--- src/rtl/wb_pkg.sv ---
// Shared types and constants for the Wishbone memory master.
package wb_pkg;

  typedef enum logic [1:0] {
    SIZE_BYTE = 2'b00,
    SIZE_HALF = 2'b01,
    SIZE_WORD = 2'b10
  } size_e;

  typedef enum logic [1:0] {
    ST_IDLE = 2'b00,
    ST_BUS  = 2'b01,
    ST_RESP = 2'b10
  } state_e;

  localparam logic [3:0] SEL_BYTE = 4'b0001;
  localparam logic [3:0] SEL_HALF = 4'b0011;
  localparam logic [3:0] SEL_WORD = 4'b1111;

  // Request attributes kept for the read-extract step after the bus cycle.
  typedef struct packed {
    logic       we;
    logic [1:0] size;
    logic       uns;
    logic [1:0] addr_lo;
  } req_t;

endpackage

--- src/rtl/wb_mem_master_if.sv ---
// CPU request port plus Wishbone master port of the memory master.
interface wb_mem_master_if #(
  parameter int unsigned XLEN = 32
) ();
  logic            req_i;
  logic            we_i;
  logic [XLEN-1:0] addr_i;
  logic [1:0]      size_i;
  logic            unsigned_i;
  logic [XLEN-1:0] wdata_i;
  logic            busy_o;
  logic            done_o;
  logic            err_o;
  logic [XLEN-1:0] rdata_o;

  logic [XLEN-1:0] adr_o;
  logic [XLEN-1:0] dat_o;
  logic [3:0]      sel_o;
  logic            we_o;
  logic            cyc_o;
  logic            stb_o;
  logic [XLEN-1:0] dat_i;
  logic            ack_i;
  logic            err_i;

  modport master (
    input  req_i, we_i, addr_i, size_i, unsigned_i, wdata_i, dat_i, ack_i, err_i,
    output busy_o, done_o, err_o, rdata_o, adr_o, dat_o, sel_o, we_o, cyc_o, stb_o
  );

  modport slave (
    output req_i, we_i, addr_i, size_i, unsigned_i, wdata_i, dat_i, ack_i, err_i,
    input  busy_o, done_o, err_o, rdata_o, adr_o, dat_o, sel_o, we_o, cyc_o, stb_o
  );
endinterface

--- src/rtl/wb_lane_mux.sv ---
// Byte-lane logic: sel generation, write replication, read extract/extend, alignment check.
module wb_lane_mux
  import wb_pkg::*;
#(
  parameter int unsigned XLEN = 32
) (
  input  size_e           size,
  input  logic [1:0]      addr_lo,
  input  logic            uns,
  input  logic [XLEN-1:0] wdata,
  input  logic [XLEN-1:0] rdata_raw,
  output logic [3:0]      sel_c,
  output logic [XLEN-1:0] wdata_c,
  output logic [XLEN-1:0] rdata_c,
  output logic            misaligned_c
);

  logic [XLEN-1:0] shifted;

  always_comb begin
    sel_c        = SEL_WORD;
    wdata_c      = wdata;
    rdata_c      = rdata_raw;
    misaligned_c = 1'b0;
    shifted      = rdata_raw >> {addr_lo, 3'b000};
    case (size)
      SIZE_BYTE: begin
        sel_c   = SEL_BYTE << addr_lo;
        wdata_c = {4{wdata[7:0]}};
        rdata_c = uns ? XLEN'(shifted[7:0]) : {{(XLEN-8){shifted[7]}}, shifted[7:0]};
      end
      SIZE_HALF: begin
        misaligned_c = addr_lo[0];
        sel_c        = SEL_HALF << {addr_lo[1], 1'b0};
        wdata_c      = {2{wdata[15:0]}};
        rdata_c      = uns ? XLEN'(shifted[15:0]) : {{(XLEN-16){shifted[15]}}, shifted[15:0]};
      end
      default: misaligned_c = (addr_lo != 2'b00);
    endcase
  end

endmodule

--- src/rtl/wb_mem_master.sv ---
// CPU load/store to Wishbone master bridge; define WB_MEM_MASTER_TIMEOUT_EN for a bus-wait timeout.
module wb_mem_master
  import wb_pkg::*;
#(
  parameter int unsigned XLEN           = 32,
  parameter int unsigned TIMEOUT_CYCLES = 255
) (
  input logic             clk_i,
  input logic             rst_i,
  wb_mem_master_if.master bus
);

  state_e          state_q, state_d;
  req_t            req_q, req_d;
  logic            cyc_q, cyc_d, stb_q, stb_d, we_q, we_d;
  logic [XLEN-1:0] adr_q, adr_d, dat_q, dat_d, rdata_q, rdata_d;
  logic [3:0]      sel_q, sel_d;
  logic            done_q, done_d, err_q, err_d, busy_q, busy_d;
  logic            timeout_c;
  logic            bus_end_c;

  size_e           mux_size;
  logic [1:0]      mux_lo;
  logic            mux_uns;
  logic [3:0]      sel_c;
  logic [XLEN-1:0] wdata_c, rdata_c;
  logic            misaligned_c;

  // Live request decides lanes in IDLE; the captured request drives read extraction afterwards.
  always_comb begin
    if (state_q == ST_IDLE) begin
      mux_size = size_e'(bus.size_i);
      mux_lo   = bus.addr_i[1:0];
      mux_uns  = bus.unsigned_i;
    end else begin
      mux_size = size_e'(req_q.size);
      mux_lo   = req_q.addr_lo;
      mux_uns  = req_q.uns;
    end
  end

  wb_lane_mux #(.XLEN(XLEN)) u_lane_mux (
    .size         (mux_size),
    .addr_lo      (mux_lo),
    .uns          (mux_uns),
    .wdata        (bus.wdata_i),
    .rdata_raw    (bus.dat_i),
    .sel_c        (sel_c),
    .wdata_c      (wdata_c),
    .rdata_c      (rdata_c),
    .misaligned_c (misaligned_c)
  );

`ifdef WB_MEM_MASTER_TIMEOUT_EN
  localparam int unsigned CNT_W = (TIMEOUT_CYCLES > 1) ? $clog2(TIMEOUT_CYCLES) : 1;
  logic [CNT_W-1:0] tmo_q;

  // Zero whenever outside BUS, so it restarts on every BUS entry.
  always_ff @(posedge clk_i) begin
    if (rst_i || state_q != ST_BUS) tmo_q <= '0;
    else                            tmo_q <= tmo_q + CNT_W'(1);
  end

  assign timeout_c = (state_q == ST_BUS) && (tmo_q == CNT_W'(TIMEOUT_CYCLES - 1));
`else
  logic unused_tmo_c;
  assign unused_tmo_c = (TIMEOUT_CYCLES == 0);
  assign timeout_c    = 1'b0;
`endif

  assign bus_end_c = bus.ack_i || bus.err_i || timeout_c;

  always_ff @(posedge clk_i) begin
    if (rst_i) state_q <= ST_IDLE;
    else       state_q <= state_d;
  end

  always_comb begin
    state_d = state_q;
    case (state_q)
      ST_IDLE: if (bus.req_i) state_d = misaligned_c ? ST_RESP : ST_BUS;
      ST_BUS:  if (bus_end_c) state_d = ST_RESP;
      ST_RESP: state_d = ST_IDLE;
      default: state_d = ST_IDLE;
    endcase
  end

  // Next values of all registered outputs; err_i overrides a simultaneous ack_i.
  always_comb begin
    req_d   = req_q;
    cyc_d   = cyc_q;
    stb_d   = stb_q;
    we_d    = we_q;
    adr_d   = adr_q;
    dat_d   = dat_q;
    sel_d   = sel_q;
    rdata_d = rdata_q;
    done_d  = 1'b0;
    err_d   = 1'b0;
    busy_d  = (state_d != ST_IDLE);
    case (state_q)
      ST_IDLE: begin
        if (bus.req_i) begin
          req_d = '{we: bus.we_i, size: bus.size_i, uns: bus.unsigned_i, addr_lo: bus.addr_i[1:0]};
          if (misaligned_c) begin
            done_d = 1'b1;
            err_d  = 1'b1;
          end else begin
            cyc_d = 1'b1;
            stb_d = 1'b1;
            we_d  = bus.we_i;
            adr_d = {bus.addr_i[XLEN-1:2], 2'b00};
            dat_d = wdata_c;
            sel_d = sel_c;
          end
        end
      end
      ST_BUS: begin
        if (bus_end_c) begin
          cyc_d  = 1'b0;
          stb_d  = 1'b0;
          we_d   = 1'b0;
          sel_d  = '0;
          done_d = 1'b1;
          err_d  = bus.err_i || !bus.ack_i;
          if (!err_d && !req_q.we) rdata_d = rdata_c;
        end
      end
      default: ;
    endcase
  end

  always_ff @(posedge clk_i) begin
    if (rst_i) begin
      req_q   <= '0;
      cyc_q   <= 1'b0;
      stb_q   <= 1'b0;
      we_q    <= 1'b0;
      adr_q   <= '0;
      dat_q   <= '0;
      sel_q   <= '0;
      rdata_q <= '0;
      done_q  <= 1'b0;
      err_q   <= 1'b0;
      busy_q  <= 1'b0;
    end else begin
      req_q   <= req_d;
      cyc_q   <= cyc_d;
      stb_q   <= stb_d;
      we_q    <= we_d;
      adr_q   <= adr_d;
      dat_q   <= dat_d;
      sel_q   <= sel_d;
      rdata_q <= rdata_d;
      done_q  <= done_d;
      err_q   <= err_d;
      busy_q  <= busy_d;
    end
  end

  assign bus.cyc_o   = cyc_q;
  assign bus.stb_o   = stb_q;
  assign bus.we_o    = we_q;
  assign bus.adr_o   = adr_q;
  assign bus.dat_o   = dat_q;
  assign bus.sel_o   = sel_q;
  assign bus.rdata_o = rdata_q;
  assign bus.done_o  = done_q;
  assign bus.err_o   = err_q;
  assign bus.busy_o  = busy_q;

endmodule

--- src/flat_wrapper.sv ---
// flat-port wrapper written by rule: the top's interface ports become plain ports
module wb_mem_master_flat import wb_pkg::*;
#(
  parameter int unsigned XLEN           = 32,
  parameter int unsigned TIMEOUT_CYCLES = 255
)
  (clk_i, rst_i, bus_req_i, bus_we_i, bus_addr_i, bus_size_i, bus_unsigned_i, bus_wdata_i, bus_dat_i, bus_ack_i, bus_err_i, bus_busy_o, bus_done_o, bus_err_o, bus_rdata_o, bus_adr_o, bus_dat_o, bus_sel_o, bus_we_o, bus_cyc_o, bus_stb_o);
  wb_mem_master_if #(.XLEN(XLEN)) bus_i ();
  input logic clk_i;
  input logic rst_i;
  input wire logic [$bits(bus_i.req_i)-1:0] bus_req_i;
  input wire logic [$bits(bus_i.we_i)-1:0] bus_we_i;
  input wire logic [$bits(bus_i.addr_i)-1:0] bus_addr_i;
  input wire logic [$bits(bus_i.size_i)-1:0] bus_size_i;
  input wire logic [$bits(bus_i.unsigned_i)-1:0] bus_unsigned_i;
  input wire logic [$bits(bus_i.wdata_i)-1:0] bus_wdata_i;
  input wire logic [$bits(bus_i.dat_i)-1:0] bus_dat_i;
  input wire logic [$bits(bus_i.ack_i)-1:0] bus_ack_i;
  input wire logic [$bits(bus_i.err_i)-1:0] bus_err_i;
  output wire logic [$bits(bus_i.busy_o)-1:0] bus_busy_o;
  output wire logic [$bits(bus_i.done_o)-1:0] bus_done_o;
  output wire logic [$bits(bus_i.err_o)-1:0] bus_err_o;
  output wire logic [$bits(bus_i.rdata_o)-1:0] bus_rdata_o;
  output wire logic [$bits(bus_i.adr_o)-1:0] bus_adr_o;
  output wire logic [$bits(bus_i.dat_o)-1:0] bus_dat_o;
  output wire logic [$bits(bus_i.sel_o)-1:0] bus_sel_o;
  output wire logic [$bits(bus_i.we_o)-1:0] bus_we_o;
  output wire logic [$bits(bus_i.cyc_o)-1:0] bus_cyc_o;
  output wire logic [$bits(bus_i.stb_o)-1:0] bus_stb_o;
  assign bus_i.req_i = bus_req_i;
  assign bus_i.we_i = bus_we_i;
  assign bus_i.addr_i = bus_addr_i;
  assign bus_i.size_i = bus_size_i;
  assign bus_i.unsigned_i = bus_unsigned_i;
  assign bus_i.wdata_i = bus_wdata_i;
  assign bus_i.dat_i = bus_dat_i;
  assign bus_i.ack_i = bus_ack_i;
  assign bus_i.err_i = bus_err_i;
  assign bus_busy_o = bus_i.busy_o;
  assign bus_done_o = bus_i.done_o;
  assign bus_err_o = bus_i.err_o;
  assign bus_rdata_o = bus_i.rdata_o;
  assign bus_adr_o = bus_i.adr_o;
  assign bus_dat_o = bus_i.dat_o;
  assign bus_sel_o = bus_i.sel_o;
  assign bus_we_o = bus_i.we_o;
  assign bus_cyc_o = bus_i.cyc_o;
  assign bus_stb_o = bus_i.stb_o;
  wb_mem_master #(.XLEN(XLEN), .TIMEOUT_CYCLES(TIMEOUT_CYCLES)) u_core (.clk_i(clk_i), .rst_i(rst_i), .bus(bus_i));
endmodule
--- config.mk ---
export PLATFORM = sky130hd
export DESIGN_NAME = wb_mem_master_flat
export DESIGN_NICKNAME = d
export VERILOG_FILES = /design/src/rtl/wb_pkg.sv /design/src/rtl/wb_mem_master_if.sv /design/src/rtl/wb_lane_mux.sv /design/src/rtl/wb_mem_master.sv /design/src/flat_wrapper.sv
export SDC_FILE = /design/constraint.sdc
export NUM_CORES = 1
export LEC_CHECK = 0
export ABC_AREA = 1
export BUFFER_PORTS_ARGS = -buffer_cell sky130_fd_sc_hd__buf_2
export CORE_MARGIN = 3
export CORE_UTILIZATION = 52
export DETAILED_ROUTE_END_ITERATION = 16
export PLACE_DENSITY = 0.94
export SLEW_MARGIN = 20
export SYNTH_ARGS = -nofsm -noshare
export SYNTH_HDL_FRONTEND = slang
export SYNTH_HIERARCHICAL = 1
export SYNTH_SLANG_ARGS = --single-unit
--- constraint.sdc ---
create_clock -name clk_i -period 4.2 [get_ports clk_i]
set_input_delay 0.42 -clock clk_i [delete_from_list [all_inputs] [get_ports clk_i]]
set_output_delay 0.42 -clock clk_i [all_outputs]
set_load 0.01 [all_outputs]
==> results of run 1 <==
## path summary, 6_finish.rpt
kind / from / end / slack (ps) / cells past startpoint
hold reg to reg: u_core/req_q[2] / u_core/req_q[2] / 460 / 2
setup reg to reg: u_core/state_q[1] / u_core/bus.sel_o[3] / 720 / 9
setup / recovery: u_core/state_q[1] / u_core/bus.sel_o[3] / 720 / 9
hold / removal: bus_addr_i[30] / u_core/bus.adr_o[30] / 280 / 3
## cell families (layout without fill, tap and decap cells)
| logic type | after synthesis | after routing | share of synthesized area |
|---|---|---|---|
| AND/OR/NAND/NOR | 441 | 441 | 0.3521 |
| flip-flops | 111 | 111 | 0.4268 |
| buffers and inverters | 82 | 250 | 0.08940 |
| AO/OA/AOI/OAI | 135 | 135 | 0.1310 |
| other | 1 | 2 | 0.0007203 |
## power groups by stage
stage | logic [mW] | registers (mW) | clock network [mW]
global placement | 0.958 | 1.29 | 0
global route | 1.11 | 1.29 | 0.677
detailed placement | 0.977 | 1.30 | 0
finish | 0.990 | 1.27 | 0.626
CTS | 0.981 | 1.27 | 0.636
floorplan | 0.628 | 1.36 | 0
## cell type report
| cell class | instances | share of cell area |
|---|---|---|
| multi-input combinational | 578 | 0.4044 |
| sequential | 111 | 0.3546 |
| timing repair buffer | 212 | 0.1709 |
| tap | 129 | 0.02576 |
| clock buffer | 10 | 0.02037 |
| inverter | 22 | 0.01398 |
| clock inverter | 6 | 0.009984 |
## layout by cell type (no fill, tap or decap), types with 2 or more instances in the layout
cell type	instances
a21oi_1	19
buf_2	208
buf_4	4
clkbuf_8	9
conb_1	2
dfxtp_1	111
inv_1	13
inv_2	7
inv_4	2
inv_6	3
nand2_1	169
nand3_1	68
nand3_2	2
nor2_1	182
nor2_2	14
nor2_4	3
o21ai_0	107
o21ai_1	5
## flip-flops by register name (all words and copies together), names as in the netlist
| register | cells |
|---|---|
| u_core/bus.dat_o | 32 |
| u_core/bus.rdata_o | 32 |
| u_core/bus.adr_o | 30 |
| u_core/req_q | 6 |
| u_core/bus.sel_o | 4 |
| u_core/state_q | 2 |
| u_core/bus.busy_o | 1 |
| u_core/bus.done_o | 1 |
| u_core/bus.err_o | 1 |
| u_core/bus.stb_o | 1 |
| u_core/bus.we_o | 1 |
## worst max-delay path, delay by kind of cell (launching register included)
| kind | cells | cell delay, ps |
|---|---|---|
| buffers and inverters | 1 | 720 |
| AOI/OAI and AO/OA | 3 | 790 |
| DFF | 1 | 380 |
| and+or+nand+nor | 5 | 1480 |
## routing by layer
| metal | global-route usage | vias up |
|---|---|---|
| met5 | 0 | - |
| met4 | 0.07678 | 0 |
| met3 | 0.07590 | 23 |
| met2 | 0.4030 | 290 |
| met1 | 0.3416 | 2469 |
| li1 | - | 2773 |
==> impl_results.md, run 1 <==
* Status: complete, no violations
* Post-DP Area at 0.006076 mm²
* Worst Path Arrival at around 3800 ps
* CTS Buf Count at 9
* Clock skew at 9.811 ps
* Clk sink count at approximately 110
* Max Buffers Root-to-Sink at 2
* DR iter-0 viols at 559
* Max VDD drop at 221.3 µV
* Slowest cell on crit path: inv_4
* Sw frac at 0.3833
* Critical Path Max Stage Delay at 720 ps
* Cells along the critical path: nor2_4, o21ai_1, nor2_2, o22ai_1, nor2_4, nand2_4, inv_4, nand2_1, a21oi_1
* Mapped Avg Cell Area at between 6 and 7 µm²
* Cell Int Power at 1.781 mW
* Die Width at 106.1 µm
* Yosys reg bits at around 110
* Final worst slack at between 700 and 800 ps
* GR Util All Layers at 0.2565
* First-pass GRT wire length at ~24000 µm
* ANT nets after route at 0
* Highest metal used: met4
* Post-route setup TNS at 0 ps
* Routability cong. at slightly below 0.9
* Asr flop ratio synth at 0
* Port-buffer cells at 208
* Clock share of power at 0.217
* Place WS at about 860 ps
* Final setup violation count at 0
* RSZ-0062 raised after global routing: false
* Core area at about 0.0095 mm²
* Detail Placement HPWL at 10880 µm
* H-tree levels at 3
* Syn. warnings at 6
* CTS tree: done
* Reg clk slew, reported paths at 110 ps
* Element type at the critical path start: flip-flop
* Initial Utilization at 0.5479
* Drt first pass iters at 5
* Synthesized area at 0.005206 mm²
* Cells after Synth at just under 800
* Met3 wire length at 1385 µm
* Worst-skew pair later-pin latency at between 300 and 400 ps
* Post-CTS Resized at 0
* Post-synth top area share at 0.4268
* Dpl cells at approximately 1100
* Area growth syn-to-layout at 20.36%
* Final wirelength at 14970 µm
* Vias at 5555
* Max cap viols at 0
* Slew Limit Fails at 0
* P_leak at 3.177 nW
* CP Max Fanout at 70
* M1 WL at between 6000 and 7000 µm
* Die Span Y at 106.1 µm
* WL met2 at 6819 µm
* FMAX at 287.8 MHz
* Seq/Total Area, Yosys at 0.4268
* Multi-input gate area at 0.002534 mm²
* Post-layout util at 0.6594
* Power, Total at 2.889 mW
* Hold Vio Cnt, Final at 0
* Count leader, synth: nor2_1
* Slew @ Worst Pin at about 1100 ps
* Seq pwr share at 0.440
* Die ar. at 0.01125 mm²
* Vias in the first global route at 4912
* Slew HR at 0.2828
* DRC at 0
* Hold Buf Count CTS at 0
* Reg area at 0.002222 mm²
* Initial antenna violation count at 0
* Fin cells at 1068
* Worst Hold Slack at 283.0 ps
* Crit path capture type: flip-flop
* Antenna fix cells at 0
* Sw Pwr at between 1 and 1.5 mW
* Fillers at 876
* Post-synth EDFFs at 0
* Wire length per cell at around 14 µm
* Total grt overflow at 0
* Worst EP required at 4510 ps
* Most frequent CP cell: nor2_4
* Synth top area cells: dfxtp_1 43%, nor2_1 13%, nand2_1 12%, o21ai_0 11%, nand3_1 6.5%
* Critical path type: reg -> reg
* Root Driver: clkbuf_8
* Vias per Instance at between 5 and 6
* Top cells by count, synth: 182 x nor2_1, 169 x nand2_1, 111 x dfxtp_1, 110 x o21ai_0, 68 x nand3_1
* Hold WC Path Type: in -> reg
* Post-CTS Setup Bufs at 0
* Synth unique cells at 25
* Tmin final at 3475 ps
* Main synth FF type: dfxtp_1
* Pwr/cell area at 461.0 mW/mm²
* Final Cycle Share at 0.8274
* Combinational Power Share at 0.343
* Post-Layout Inst Area at 0.006266 mm²
* Share of cells above drive strength 1 at 0.2748
* Cell taking the most area after synthesis: dfxtp_1
* Rows at 35
* Post-layout net count at approximately 1000
* I/O pin total at approximately 210
* Largest net degree at the start of global routing at 71
Power figures use the tool's default switching activity.
==> run 2, diff against run 1 <==
--- a/config.mk
+++ b/config.mk
@@ -8,9 +8,9 @@
 export ABC_AREA = 1
 export BUFFER_PORTS_ARGS = -buffer_cell sky130_fd_sc_hd__buf_2
 export CORE_MARGIN = 3
-export CORE_UTILIZATION = 52
+export CORE_UTILIZATION = 49
 export DETAILED_ROUTE_END_ITERATION = 16
-export PLACE_DENSITY = 0.94
+export PLACE_DENSITY = 0.9
 export SLEW_MARGIN = 20
 export SYNTH_ARGS = -nofsm -noshare
 export SYNTH_HDL_FRONTEND = slang
==> constraint.sdc (replaced) <==
create_clock -name clk_i -period 3.4 [get_ports clk_i]
set_input_delay 0.34 -clock clk_i [delete_from_list [all_inputs] [get_ports clk_i]]
set_output_delay 0.34 -clock clk_i [all_outputs]
set_load 0.01 [all_outputs]
==> impl_results.md, run 2 (synthesis gave the netlist of run 1 again) <==
* Hold Buf Count CTS at 0 (unchanged)
* P_leak at 3.196 nW (+0.62%)
* CTS Buf Count at 9 (unchanged)
* Wire length per cell at 14.23 µm (+1.5%)
* DR iter-0 viols at 740 (+32%)
* Max Buffers Root-to-Sink at 2 (unchanged)
* Total grt overflow at 0 (unchanged)
* Hold WC Path Type: in -> reg
* Fillers at 972 (+11%)
* Worst Hold Slack at 213.3 ps (-69.66 ps)
* Critical path type: reg -> reg
* Clk sink count at 111 (unchanged)
* Final setup violation count at 0 (unchanged)
* Most frequent CP cell: nor2_4
* RSZ-0062 raised after global routing: false
* Die Span Y at 109.1 µm (+2.8%)
* Final wirelength at 15310 µm (+2.2%)
* Worst Path Arrival at 3160 ps (-630 ps)
* Die Width at 109.1 µm (+2.8%)
* First-pass GRT wire length at 23360 µm (-1.5%)
* Power, Total at 3.601 mW (+25%)
* Status: complete, no violations
* Cells along the critical path: nor2_4, o21ai_1, buf_4, inv_2, o22ai_1, nor2_4, nand2_4, inv_4, nand2_1, a21oi_1
* DRC at 0 (unchanged)
* H-tree levels at 3 (unchanged)
* Antenna fix cells at 0 (unchanged)
* CP Max Fanout at 67 (-4.3%)
* Routability cong. at 0.9374 (+7.8%)
* Post-route setup TNS at 0 ps (unchanged)
* Critical Path Max Stage Delay at 610 ps (-110 ps)
* Element type at the critical path start: flip-flop
* Post-layout util at 0.6279 (-0.03145)
* Slew @ Worst Pin at 755.3 ps (-313.3 ps)
* I/O pin total at 211 (unchanged)
* Post-CTS Setup Bufs at 0 (unchanged)
* Largest net degree at the start of global routing at 68 (-4.2%)
* FMAX at 349.7 MHz (+22%)
* Most frequent cells in the layout: 208 x buf_2, 182 x nor2_1, 169 x nand2_1
* Leading cell type in the layout, fill and taps excluded: buf_2
* Post-CTS Resized at 0 (unchanged)
* Post-Layout Inst Area at 0.006307 mm² (+0.66%)
* Reg clk slew, reported paths at 120 ps (about the same)
* Hold Vio Cnt, Final at 0 (unchanged)
* Share of cells above drive strength 1 at 0.2789 (+0.004137)
* Slew HR at 0.4952 (+0.2124)
* Area growth syn-to-layout at 21.15%
* Worst path buffer plus inverter count at 3 (+2)
* Root Driver: clkbuf_8
* GR Util All Layers at 0.2452 (-0.01130)
* Initial Utilization at 0.5183 (-0.02955)
* Port-buffer cells at 208 (unchanged)
* Top delay family on crit path: buffers and inverters
* Post-DP Area at 0.006111 mm² (+0.58%)
* Post-layout net count at 1043 (+0.38%)
* Max cap viols at 0 (unchanged)
* Worst EP required at 3700 ps (-810 ps)
* Vias in the first global route at 4683 (-4.7%)
* Tmin final at 2859 ps (-615.6 ps)
* Core area at 0.01004 mm² (+5.7%)
* Crit path capture type: flip-flop
* Pwr/cell area at 570.9 mW/mm² (+24%)
* CTS tree: done
* Rows at 36 (+2.9%)
* Final Cycle Share at 0.8410 (+0.01363)
* Slew Limit Fails at 0 (unchanged)
* Clock skew at 13.75 ps (+3.942 ps)
* Worst-skew pair later-pin latency at 370 ps (about the same)
* Drt first pass iters at 5 (unchanged)
* Die ar. at 0.01190 mm² (+5.8%)
* ANT nets after route at 0 (unchanged)
* Max VDD drop at 251.4 µV (+14%)
* Vias at 5574 (+0.34%)
* Initial antenna violation count at 1 (+1)
* Detail Placement HPWL at 11140 µm (+2.4%)
* Vias per Instance at 5.180 (-0.40%)
* Slowest cell on crit path: inv_4
run 2: cell types whose count changed in the layout (fill, tap and decap cells not counted):
| cell | before | now |
|---|---|---|
| buf_4 | 4 | 8 |
| clkbuf_1 | 1 | 0 |
| clkbuf_8 | 9 | 10 |
| clkinv_4 | 1 | 0 |
| clkinvlp_4 | 0 | 1 |
| inv_6 | 3 | 4 |
| inv_8 | 1 | 0 |
run 2: routing by layer:
| metal | vias up | global-route usage | share of wire |
|---|---|---|---|
| met1 | 2474 | 0.3252 | 0.41 |
| met5 | - | 0 | 0.00085 |
| met3 | 29 | 0.05861 | 0.11 |
| li1 | 2790 | - | - |
| met4 | 2 | 0.07484 | 0.017 |
| met2 | 279 | 0.3952 | 0.46 |
run 2: final timing paths:
path                                        start                   to  slack (ps)  cells past startpoint
worst max-delay path            u_core/state_q[1]  u_core/bus.sel_o[1]         540                     10
worst min register to register    u_core/req_q[3]      u_core/req_q[3]         460                      2
worst max register to register  u_core/state_q[1]  u_core/bus.sel_o[1]         540                     10
worst min-delay path                bus_addr_i[3]  u_core/bus.adr_o[3]         210                      3
run 2: power breakdown:
part | leakage (nW) | internal (mW) | switching [mW]
registers | 0.911 | 1.48 | 0.0923
clock network | 0.0971 | 0.305 | 0.488
logic | 2.19 | 0.441 | 0.795
total | 3.20 | 2.23 | 1.37
run 2: worst min-delay path: cells and delay by family:
kind            cells  cell delay [ps]
buf+inv             1               70
compound gates      1               70
simple gates        1               80
run 2: stage by stage:
step	std cells	worst slack, ps
2_1_floorplan	771	1058
3_3_place_gp	1060	696.4
3_5_place_dp	1060	609.7
4_1_cts	1076	565.6
5_1_grt	1076	252.9
6_report	1076	540.5
run 2: cell type report:
cell class	instances	area [µm²]	area share
Sequential cell	111	2222	0.3523
Timing Repair Buffer	216	1101	0.1746
Clock buffer	10	137.6	0.02182
Tap cell	133	166.4	0.02638
Clock inverter	6	58.81	0.009324
Multi-Input combinational cell	578	2534	0.4017
Inverter	22	87.58	0.01389
